**src/rtl/alu_arbiter_seq.sv**
```systemverilog
// alu_arbiter_seq: shares one WIDTH-bit ALU between two requesters (IDLE -> DRIVE -> DONE).
// Ties are round-robin by default; define ALU_ARB_FIXED_PRIO_EN to always favour requester 0.
module alu_arbiter_seq #(
    parameter int WIDTH         = 4,
    parameter int SETTLE_CYCLES = 1
) (
    input  logic             clk,
    input  logic             rst,
    input  logic             req0,
    input  logic             req1,
    input  logic             op0,
    input  logic             op1,
    input  logic [WIDTH-1:0] a0,
    input  logic [WIDTH-1:0] b0,
    input  logic [WIDTH-1:0] a1,
    input  logic [WIDTH-1:0] b1,
    output logic             ack0,
    output logic             ack1,
    output logic [WIDTH-1:0] result,
    output logic             carry_q,
    output logic             busy,
    output logic [WIDTH-1:0] alu_a,
    output logic [WIDTH-1:0] alu_b,
    output logic             alu_operation,
    output logic             alu_enable,
    input  logic [WIDTH-1:0] alu_bus,
    input  logic             alu_carry
);

    localparam logic [1:0] IDLE  = 2'd0;
    localparam logic [1:0] DRIVE = 2'd1;
    localparam logic [1:0] DONE  = 2'd2;

    localparam int CNT_W = (SETTLE_CYCLES > 1) ? $clog2(SETTLE_CYCLES) : 1;
    localparam logic [CNT_W-1:0] CNT_LAST = CNT_W'(SETTLE_CYCLES - 1);

    logic [1:0]       state_q, state_d;
    logic [CNT_W-1:0] cnt_q, cnt_d;
    logic             grant_q, grant_d;
    logic [WIDTH-1:0] a_q, a_d, b_q, b_d, res_q, res_d;
    logic             op_q, op_d, carry_cap_q, carry_cap_d;
    logic             win;

`ifdef ALU_ARB_FIXED_PRIO_EN
    assign win = req1 & ~req0;
`else
    logic last_q, last_d;

    // On a tie the requester that was not served last wins.
    assign win = req1 & (~req0 | ~last_q);

    always_comb begin
        last_d = last_q;
        if (state_q == DONE) last_d = grant_q;
    end

    always_ff @(posedge clk) begin
        if (rst) last_q <= 1'b1;
        else     last_q <= last_d;
    end
`endif

    always_comb begin
        state_d     = state_q;
        cnt_d       = cnt_q;
        grant_d     = grant_q;
        a_d         = a_q;
        b_d         = b_q;
        op_d        = op_q;
        res_d       = res_q;
        carry_cap_d = carry_cap_q;
        case (state_q)
            IDLE: begin
                if (req0 | req1) begin
                    grant_d = win;
                    a_d     = win ? a1 : a0;
                    b_d     = win ? b1 : b0;
                    op_d    = win ? op1 : op0;
                    cnt_d   = '0;
                    state_d = DRIVE;
                end
            end
            DRIVE: begin
                // Bus is sampled on the edge that closes the settle window.
                if (cnt_q == CNT_LAST) begin
                    res_d       = alu_bus;
                    carry_cap_d = alu_carry;
                    state_d     = DONE;
                end else begin
                    cnt_d = cnt_q + 1'b1;
                end
            end
            DONE:    state_d = IDLE;
            default: state_d = IDLE;
        endcase
    end

    always_ff @(posedge clk) begin
        if (rst) begin
            state_q     <= IDLE;
            cnt_q       <= '0;
            grant_q     <= 1'b0;
            a_q         <= '0;
            b_q         <= '0;
            op_q        <= 1'b0;
            res_q       <= '0;
            carry_cap_q <= 1'b0;
        end else begin
            state_q     <= state_d;
            cnt_q       <= cnt_d;
            grant_q     <= grant_d;
            a_q         <= a_d;
            b_q         <= b_d;
            op_q        <= op_d;
            res_q       <= res_d;
            carry_cap_q <= carry_cap_d;
        end
    end

    // Enable is decoded from DRIVE alone so the shared bus is never driven elsewhere.
    assign alu_enable    = (state_q == DRIVE);
    assign busy          = (state_q != IDLE);
    assign ack0          = (state_q == DONE) & ~grant_q;
    assign ack1          = (state_q == DONE) &  grant_q;
    assign alu_a         = a_q;
    assign alu_b         = b_q;
    assign alu_operation = op_q;
    assign result        = res_q;
    assign carry_q       = carry_cap_q;

endmodule

```
**config.mk**
```make
export PLATFORM = sky130hd
export DESIGN_NAME = alu_arbiter_seq
export DESIGN_NICKNAME = d
export VERILOG_FILES = /design/src/rtl/alu_arbiter_seq.sv
export SDC_FILE = /design/constraint.sdc
export NUM_CORES = 1
export LEC_CHECK = 0
export CORE_MARGIN = 2
export CORE_UTILIZATION = 39
export CTS_BUF_LIST = sky130_fd_sc_hd__clkbuf_16
export DETAILED_ROUTE_END_ITERATION = 10
export PLACE_DENSITY = 0.75
export SKIP_CTS_REPAIR_TIMING = 1
export SYNTH_ARGS = -nofsm -noshare
export SYNTH_HDL_FRONTEND = slang
export SYNTH_SLANG_ARGS = --single-unit
```
**constraint.sdc**
```tcl
create_clock -name clk -period 1.3 [get_ports clk]
set_input_delay 0.26 -clock clk [delete_from_list [all_inputs] [get_ports clk]]
set_output_delay 0.26 -clock clk [all_outputs]
set_load 0.01 [all_outputs]
```
==> impl_metrics.toml <==
[pwr]
combPwrFrac = 0.274
vdd_drop_max_v = 0.000662
p_int_mw = 1.28
finalPower_mw = 1.72
power.share.clock = 0.354
switching_share = 0.254
switchingPower_uw = 438
power_leakage_nw = 0.818
p_per_area_nw_per_um2 = 1120
seqPwrFrac = 0.372

[sta]
rsz0062_at_grt = "true"
fmax_mhz = 793
postLayoutSetupSlackWorst_ns = 0.0390
final_max_slew_viol_count = 0
hold_viol_final = 0
finalSetupViolations = 0
tns_ns = 0
fin_crit_sh = 0.970
maxSlewHeadroom = 0.822
worst_pin_slew_ns = 0.265
hold_ws_ns = 0.484
skew_ns = 0.00235
period_minus_slack_ns = 1.26

[critical_path]
rrSetupSlack_ns = 0.07
ff2ff_path_depth = 7
critical_path_peak_fanout = 3
crit_arrival_ns = 1.00
crit_start = "state_q[1]"
endpoint_kind = "primary output"
start_kind = "register"
reg2reg_from = "state_q[1]"
worst-endpoint-required_ns = 1.04
reg2reg_to = "alu_a[0]"
criticalPathCategory = "register to primary output"

[run_status]
outcome = "finished clean"

[hold_path]
hold_path_class = "register to register"
hold_end = "result[0]"
hold_start = "result[0]"
hold_depth = 2

[final_layout]
final-instance-count-excl-fill = 169
fin_area_um2 = 1540
fin_nets = 169
post-route-util = 0.702
num_antenna_cells = 0
fillCellCount = 172
drive_above_1_share = 0.298
area_delta_synth_final_pct = 72.6

[global_routing]
grt_max_degree = 11
grt_pass1_vias = 828
grt.total_usage = 0.172
grt_pass1_wl_mm = 3.39
grt.overflow.total = 0
antenna_found_initial = 0

[die]
die_x_um = 51.8
die_area_um2 = 2680
io_pins = 45
initial_core_util = 0.407
core_um2 = 2190
row_count = 17
die_y_um = 51.8

[detailed_routing]
routedWlPerCell_um = 13.1
antenna_left = 0
vias_per_cell = 4.87
drc = 0
drt_iter0_drc = 4
routed_wl_mm = 2.22
vias = 823
dr.pass1.iters = 4

[synthesis]
synth_cell_types = 23
synth_nets = 115
synth_top_cell_by_area = "dfxtp_1"
ys_ff_latch = 18
netlist_area_um2 = 891
synth.avg_cell_area_um2 = 10.1
synth.top_cell.area_share = 0.404
ys_seq_area_frac = 0.404
synthTopCellsByArea = "dfxtp_1 40%, a311oi_2 15%, a21oi_2 8.8%"
yosysWarnings = 0
synth_cells = 88

[cts]
clk_pin_slew_ns = 0.05
htreeDepth = 1
cts_buffers = 3
cts_sinks = 18
cts_tree = "done"
clockRootBuffer = "clkbuf_16"
clockBufferDepth = 2
clock_latency_ns = 0.25

[flow_run]
maxCapViolCount = 0

[place]
place_congestion = 0.694
dp.cells = 162
port_buffers = 44
dpl_worst_slack_ns = -0.323
hpwlAfterDp_mm = 1.59
placed_cell_area_um2 = 1380
[synthesized netlist by cell type (all sizes together)]
master,count
a21bo,1
a311oi,9
nor2b,2
nor3,1
nor2,10
or2,1
nand2b,1
dfxtp,18
o21ai,1
a21boi,1
a21oi,10
buf,6
nand2,18
mux2i,5
a211o,1
nand3,1
inv,2
[layout by cell type (no fill, tap or decap), types with 2 or more instances in the layout]
cell / Yosys / routed
dfxtp_1: 18 / 18
dlymetal6s2s_1: 0 / 17
nor2_1: 8 / 7
a311oi_2: 9 / 9
nand2_1: 18 / 18
a21oi_2: 9 / 9
buf_12: 1 / 2
clkdlybuf4s50_1: 0 / 24
buf_4: 2 / 8
nor2b_1: 2 / 2
clkbuf_16: 0 / 3
mux2i_1: 5 / 5
nor2_4: 2 / 2
clkbuf_2: 0 / 3
[sequential cells by signal, indices dropped and copies added, names as in the netlist]
| name | cells |
|---|---|
| alu_a | 4 |
| result | 4 |
| last_q | 1 |
| carry_q | 1 |
| grant_q | 1 |
| state_q | 2 |
| alu_operation | 1 |
| alu_b | 4 |
[power groups by stage]
stage	clock, mW	combinational (mW)	sequential [mW]
detailed placement	0	0.463	0.650
CTS	0.625	0.465	0.640
global placement	0	0.454	0.650
floorplan	0	0.227	0.669
finish	0.610	0.471	0.640
global route	0.648	0.504	0.647
[final cells by class]
class / instances / area, um^2 / area share
clock buffers: 3 / 75.1 / 0.0488
clock inverters: 1 / 3.75 / 0.00244
repair buffers: 54 / 568 / 0.369
inverters: 2 / 7.51 / 0.00488
multi-input cells: 63 / 488 / 0.317
well taps: 28 / 35.0 / 0.0228
flip-flops and latches: 18 / 360 / 0.234
[worst max-delay path by stage]
stage                          end  slack (ns)  cells past startpoint
final                         busy        0.04                      4
after global routing          busy       -0.01                      4
after CTS                     ack1       -0.42                      3
after detailed placement  alu_a[3]       -0.32                      5
after global placement    alu_b[0]       -0.29                      5
after floorplan           alu_a[0]        0.23                      4
[logic make-up after synthesis]
group	synth area share
AO/OA/AOI/OAI	0.294
buffers and inverters	0.0716
flip-flops	0.404
multiplexers	0.0562
AND/OR/NAND/NOR	0.174
[worst max-delay path: stages, from the launching register on]
cell and delay, ns:
dfxtp_1 0.34, buf_4 0.15, nor2_4 0.10, inv_2 0.04, clkbuf_2 0.12
[metal layers]
metal,GRT usage,share of wire,vias to the layer above
li1,-,-,414
met1,0.187,0.40,373
met2,0.312,0.52,34
met3,0.0489,0.078,2
met4,0.0658,0.0045,0
met5,0,0,-
No activity file was read; power rests on OpenSTA's default activity.
==> edit 1: new RTL, same flow settings <==
Add a define of `ALU_ARB_FIXED_PRIO_EN`.
--- a/src/rtl/alu_arbiter_seq.sv
+++ b/src/rtl/alu_arbiter_seq.sv
@@ -1,5 +1,7 @@
 // alu_arbiter_seq: shares one WIDTH-bit ALU between two requesters (IDLE -> DRIVE -> DONE).
 // Ties are round-robin by default; define ALU_ARB_FIXED_PRIO_EN to always favour requester 0.
+`define ALU_ARB_FIXED_PRIO_EN
+
 module alu_arbiter_seq #(
     parameter int WIDTH         = 4,
     parameter int SETTLE_CYCLES = 1
Behaviour: not the same (Yosys sat finds a counterexample within 10 cycles, from zero or initial values and one cycle with rst high).
==> edit 1 against the original RTL <==
Wire length up 2.5%; setup slack better by 0.019 ns; sequential cell count down 1; total power down 7.2%; die area down 18%; clock power about the same; synthesized area down 19%; register-to-register slack better by 0.03 ns; final area down 9.7%; sequential share of layout area up 1.2 points; via count up 3.0%; synthesized cell count down 2.3%; largest power group is now clock.
==> edit 1: results <==
[route]
first_iter_violations = 9
finalWirelength_mm = 2.28
route.vias.total = 848
detail_route.vias_per_cell = 5.23

[worst_setup_path]
regToRegSetupSlack_ns = 0.10
cp_data_arrival_time_ns = 0.98
worst_path_largest_cell_delay_ns = 0.36

[synth]
yosys-top-cells-count = 19 x nand2_1, 17 x dfxtp_1, 10 x a21oi_1
synth_sequential_area_ratio = 0.471
netlist_top_cells_area = dfxtp_1 47%, a311oi_1 11%, nand2_1 9.9%
synthCells = 86
ys_types = 19

[global_route]
grt_pass1_vias = 703
grt_pass1_wl_mm = 2.75
grt.total_usage = 0.181

[run_status]
status = finished clean

[final_layout]
fin_nets = 165
drive_gt1_frac = 0.146

[placed_design]
hpwl_mm = 1.52
gp_congestion = 0.698
pre_cts_ws_ns = -0.254

[timing]
skew_ns = 0.00206
tightest_slew_ns = 0.279
post-route-period-util = 0.955
finalHoldWorstSlack_ns = 0.493

[power_and_ir_drop]
p_leak_nw = 0.856
-- edit 1: layout make-up --
cell class | instances | area, um2
Timing Repair Buffer | 54 | 569
Multi-Input combinational cell | 60 | 359
Sequential cell | 17 | 342
Fill cell | 132 | 338
Clock buffer | 3 | 75.1
Tap cell | 25 | 31.3
Inverter | 2 | 7.51
Clock inverter | 1 | 5.00
-- edit 1: power by group through the flow --
stage          registers [mW]  clock network, mW  logic, mW
2_1_floorplan           0.625                  0      0.137
3_3_place_gp            0.608                  0      0.373
3_5_place_dp            0.607                  0      0.381
4_1_cts                 0.598              0.617      0.384
5_1_grt                 0.603              0.628      0.416
6_report                0.598              0.611      0.388
-- edit 1: cell families (layout without fill, tap and decap cells) --
| group | count (synthesis) | count (layout) | synth area share |
|---|---|---|---|
| multiplexers | 5 | 5 | 0.0693 |
| AND/OR/NAND/NOR | 35 | 35 | 0.213 |
| flip-flops | 17 | 17 | 0.471 |
| AO/OA/AOI/OAI | 20 | 20 | 0.185 |
| buffers and inverters | 9 | 60 | 0.0607 |
-- edit 1: routing by layer --
layer,part of all wire,routed length (um),global-route usage
met1,0.41,938,0.175
met4,0.019,44,0.0833
met2,0.48,1100,0.345
met5,0,0,0
met3,0.085,193,0.0538
-- edit 1: final timing paths --
kind                   start   endpoint
setup / recovery  state_q[1]       ack0
hold / removal     result[0]  result[0]
setup reg to reg  state_q[1]   alu_b[1]
hold reg to reg    result[0]  result[0]
-- edit 1: critical path, delay by kind of cell, from the launching register on --
kind                   cells  cell delay, ns
flip-flops                 1            0.36
AND/OR/NAND/NOR            1            0.19
buffers and inverters      1            0.19
==> edit 2: new RTL, same settings <==
Without the edit above. `a_q` no longer has a reset.
--- a/src/rtl/alu_arbiter_seq.sv
+++ b/src/rtl/alu_arbiter_seq.sv
@@ -100,7 +100,6 @@
             state_q     <= IDLE;
             cnt_q       <= '0;
             grant_q     <= 1'b0;
-            a_q         <= '0;
             b_q         <= '0;
             op_q        <= 1'b0;
             res_q       <= '0;
@@ -109,12 +108,15 @@
             state_q     <= state_d;
             cnt_q       <= cnt_d;
             grant_q     <= grant_d;
-            a_q         <= a_d;
             b_q         <= b_d;
             op_q        <= op_d;
             res_q       <= res_d;
             carry_cap_q <= carry_cap_d;
         end
+    end
+
+    always_ff @(posedge clk) begin
+        a_q <= a_d;
     end
 
     // Enable is decoded from DRIVE alone so the shared bus is never driven elsewhere.
Function: changed (a bounded check fails within 4 cycles, from zero or initial values and one cycle with rst high).
==> edit 2 against the original RTL <==
The flow now finishes with violations (setup timing); synthesized area down 15%; sequential cell count unchanged; setup slack worse by 0.039 ns; final area down 7.2%; clock skew down 0.0011 ns; total power down 2.7%; register-to-register slack worse by 0.03 ns; wire length up 12%; critical endpoint is now ack1; largest power group unchanged.
==> edit 2: results <==
[synth]
synth-compound-area-share = 0.153
netlist_top_cells_area = dfxtp_1 37%, edfxtp_1 16%, nand2_1 11%
synthCells = 81
synthXorXnorAreaFrac = 0
ys_types = 22
synth-edff-count = 4
syn_nets = 108
synth.mux.area_fraction = 0.0658
synth_adder_area_share = 0
async_flop_share = 0
yosys-top-cells-count = 23 x nand2_1, 14 x dfxtp_1, 8 x nor2_1
synth_sequential_area_ratio = 0.526

[run_status]
status = complete, but fails checks
failed_checks = setup timing

[route]
wl_met1_mm = 1.03
met3_length_um = 109
first_iter_violations = 10
highest_layer = met4
detail_route.vias_per_cell = 5.01
finalWirelength_mm = 2.49
wl_met2_mm = 1.29
drtPass1Iterations = 4

[placed_design]
hpwl_mm = 1.68
gp_congestion = 0.747
post_dp_cell_area_um2 = 1290
pre_cts_ws_ns = -0.332
io_buffer_count = 44

[worst_setup_path]
cp_data_arrival_time_ns = 1.04
r2r_end = alu_a[3]
worst_path_largest_cell_delay_ns = 0.33
regToRegSetupSlack_ns = 0.04
rr_worst_depth = 6
crit_fanout = 3
r2r-start = state_q[1]

[timing]
tightest_slew_ns = 0.329
layout_setup_ws_ns = -0.0000941
setup_viol_count_final = 1
fin_tns_setup_ns = -0.0000941
skew_ns = 0.00123
finalHoldWorstSlack_ns = 0.490

[worst_hold_path]
hp-start = carry_q
hold_depth = 2
hold_class = reg -> reg
min_to = carry_q

[power_and_ir_drop]
p_leak_nw = 0.780
ir_drop_mv = 0.857

[final_layout]
drive_gt1_frac = 0.176
instances_no_fill = 161
antenna_cells = 0

[global_route]
grt.total_usage = 0.216
grt_max_degree = 12
antenna_found_initial = 0
grt_pass1_wl_mm = 3.39
grt_pass1_vias = 752

[cts]
ctsRootBufferMaster = clkbuf_16
h-tree-depth = 1
insertion_delay_ns = 0.25
[edit 2: changes by cell type after synthesis, sizes merged]
cell,delta
dfxtp,-4
nand3,-1
clkbuf,+1
a311oi,-4
edfxtp,+4
nand2,+5
a21oi,-4
buf,-4
[edit 2: worst max path at each step]
stage	startpoint	to	slack [ns]	cells past startpoint
global placement	req0	alu_b[2]	-0.23	4
finish	state_q[0]	ack1	-0.00009	3
CTS	state_q[0]	ack1	-0.40	3
global route	state_q[0]	ack1	-0.06	3
detailed placement	req0	alu_operation	-0.33	4
floorplan	state_q[1]	alu_a[0]	0.13	3
[edit 2: kinds of logic after synthesis]
group,Yosys count
AOI/OAI and AO/OA,15
DFF,18
muxes,5
and+or+nand+nor,38
buffers and inverters,5
[edit 2: routing by layer]
metal	vias to the layer above	global-route usage
met3	8	0.0148
li1	391	-
met5	-	0
met2	27	0.382
met4	0	0.0865
met1	380	0.271
[edit 2: cell type report]
class	instances	area (um2)
well taps	25	31.3
inverters	2	7.51
fillers	116	357
clock inverters	1	3.75
multi-input cells	59	359
repair buffers	53	548
clock buffers	3	75.1
flip-flops and latches	18	402
[edit 2: worst max-delay path: cells and delay by family, from the launching register on]
kind | cells | cell delay [ns]
flip-flops | 1 | 0.33
AND/OR/NAND/NOR | 2 | 0.31
buffers and inverters | 1 | 0.15
[edit 2: where the power goes]
| part | internal [mW] | switching (mW) | leakage, nW |
|---|---|---|---|
| sequential | 0.629 | 0.0276 | 0.155 |
| combinational | 0.230 | 0.176 | 0.586 |
| clock | 0.409 | 0.204 | 0.0385 |
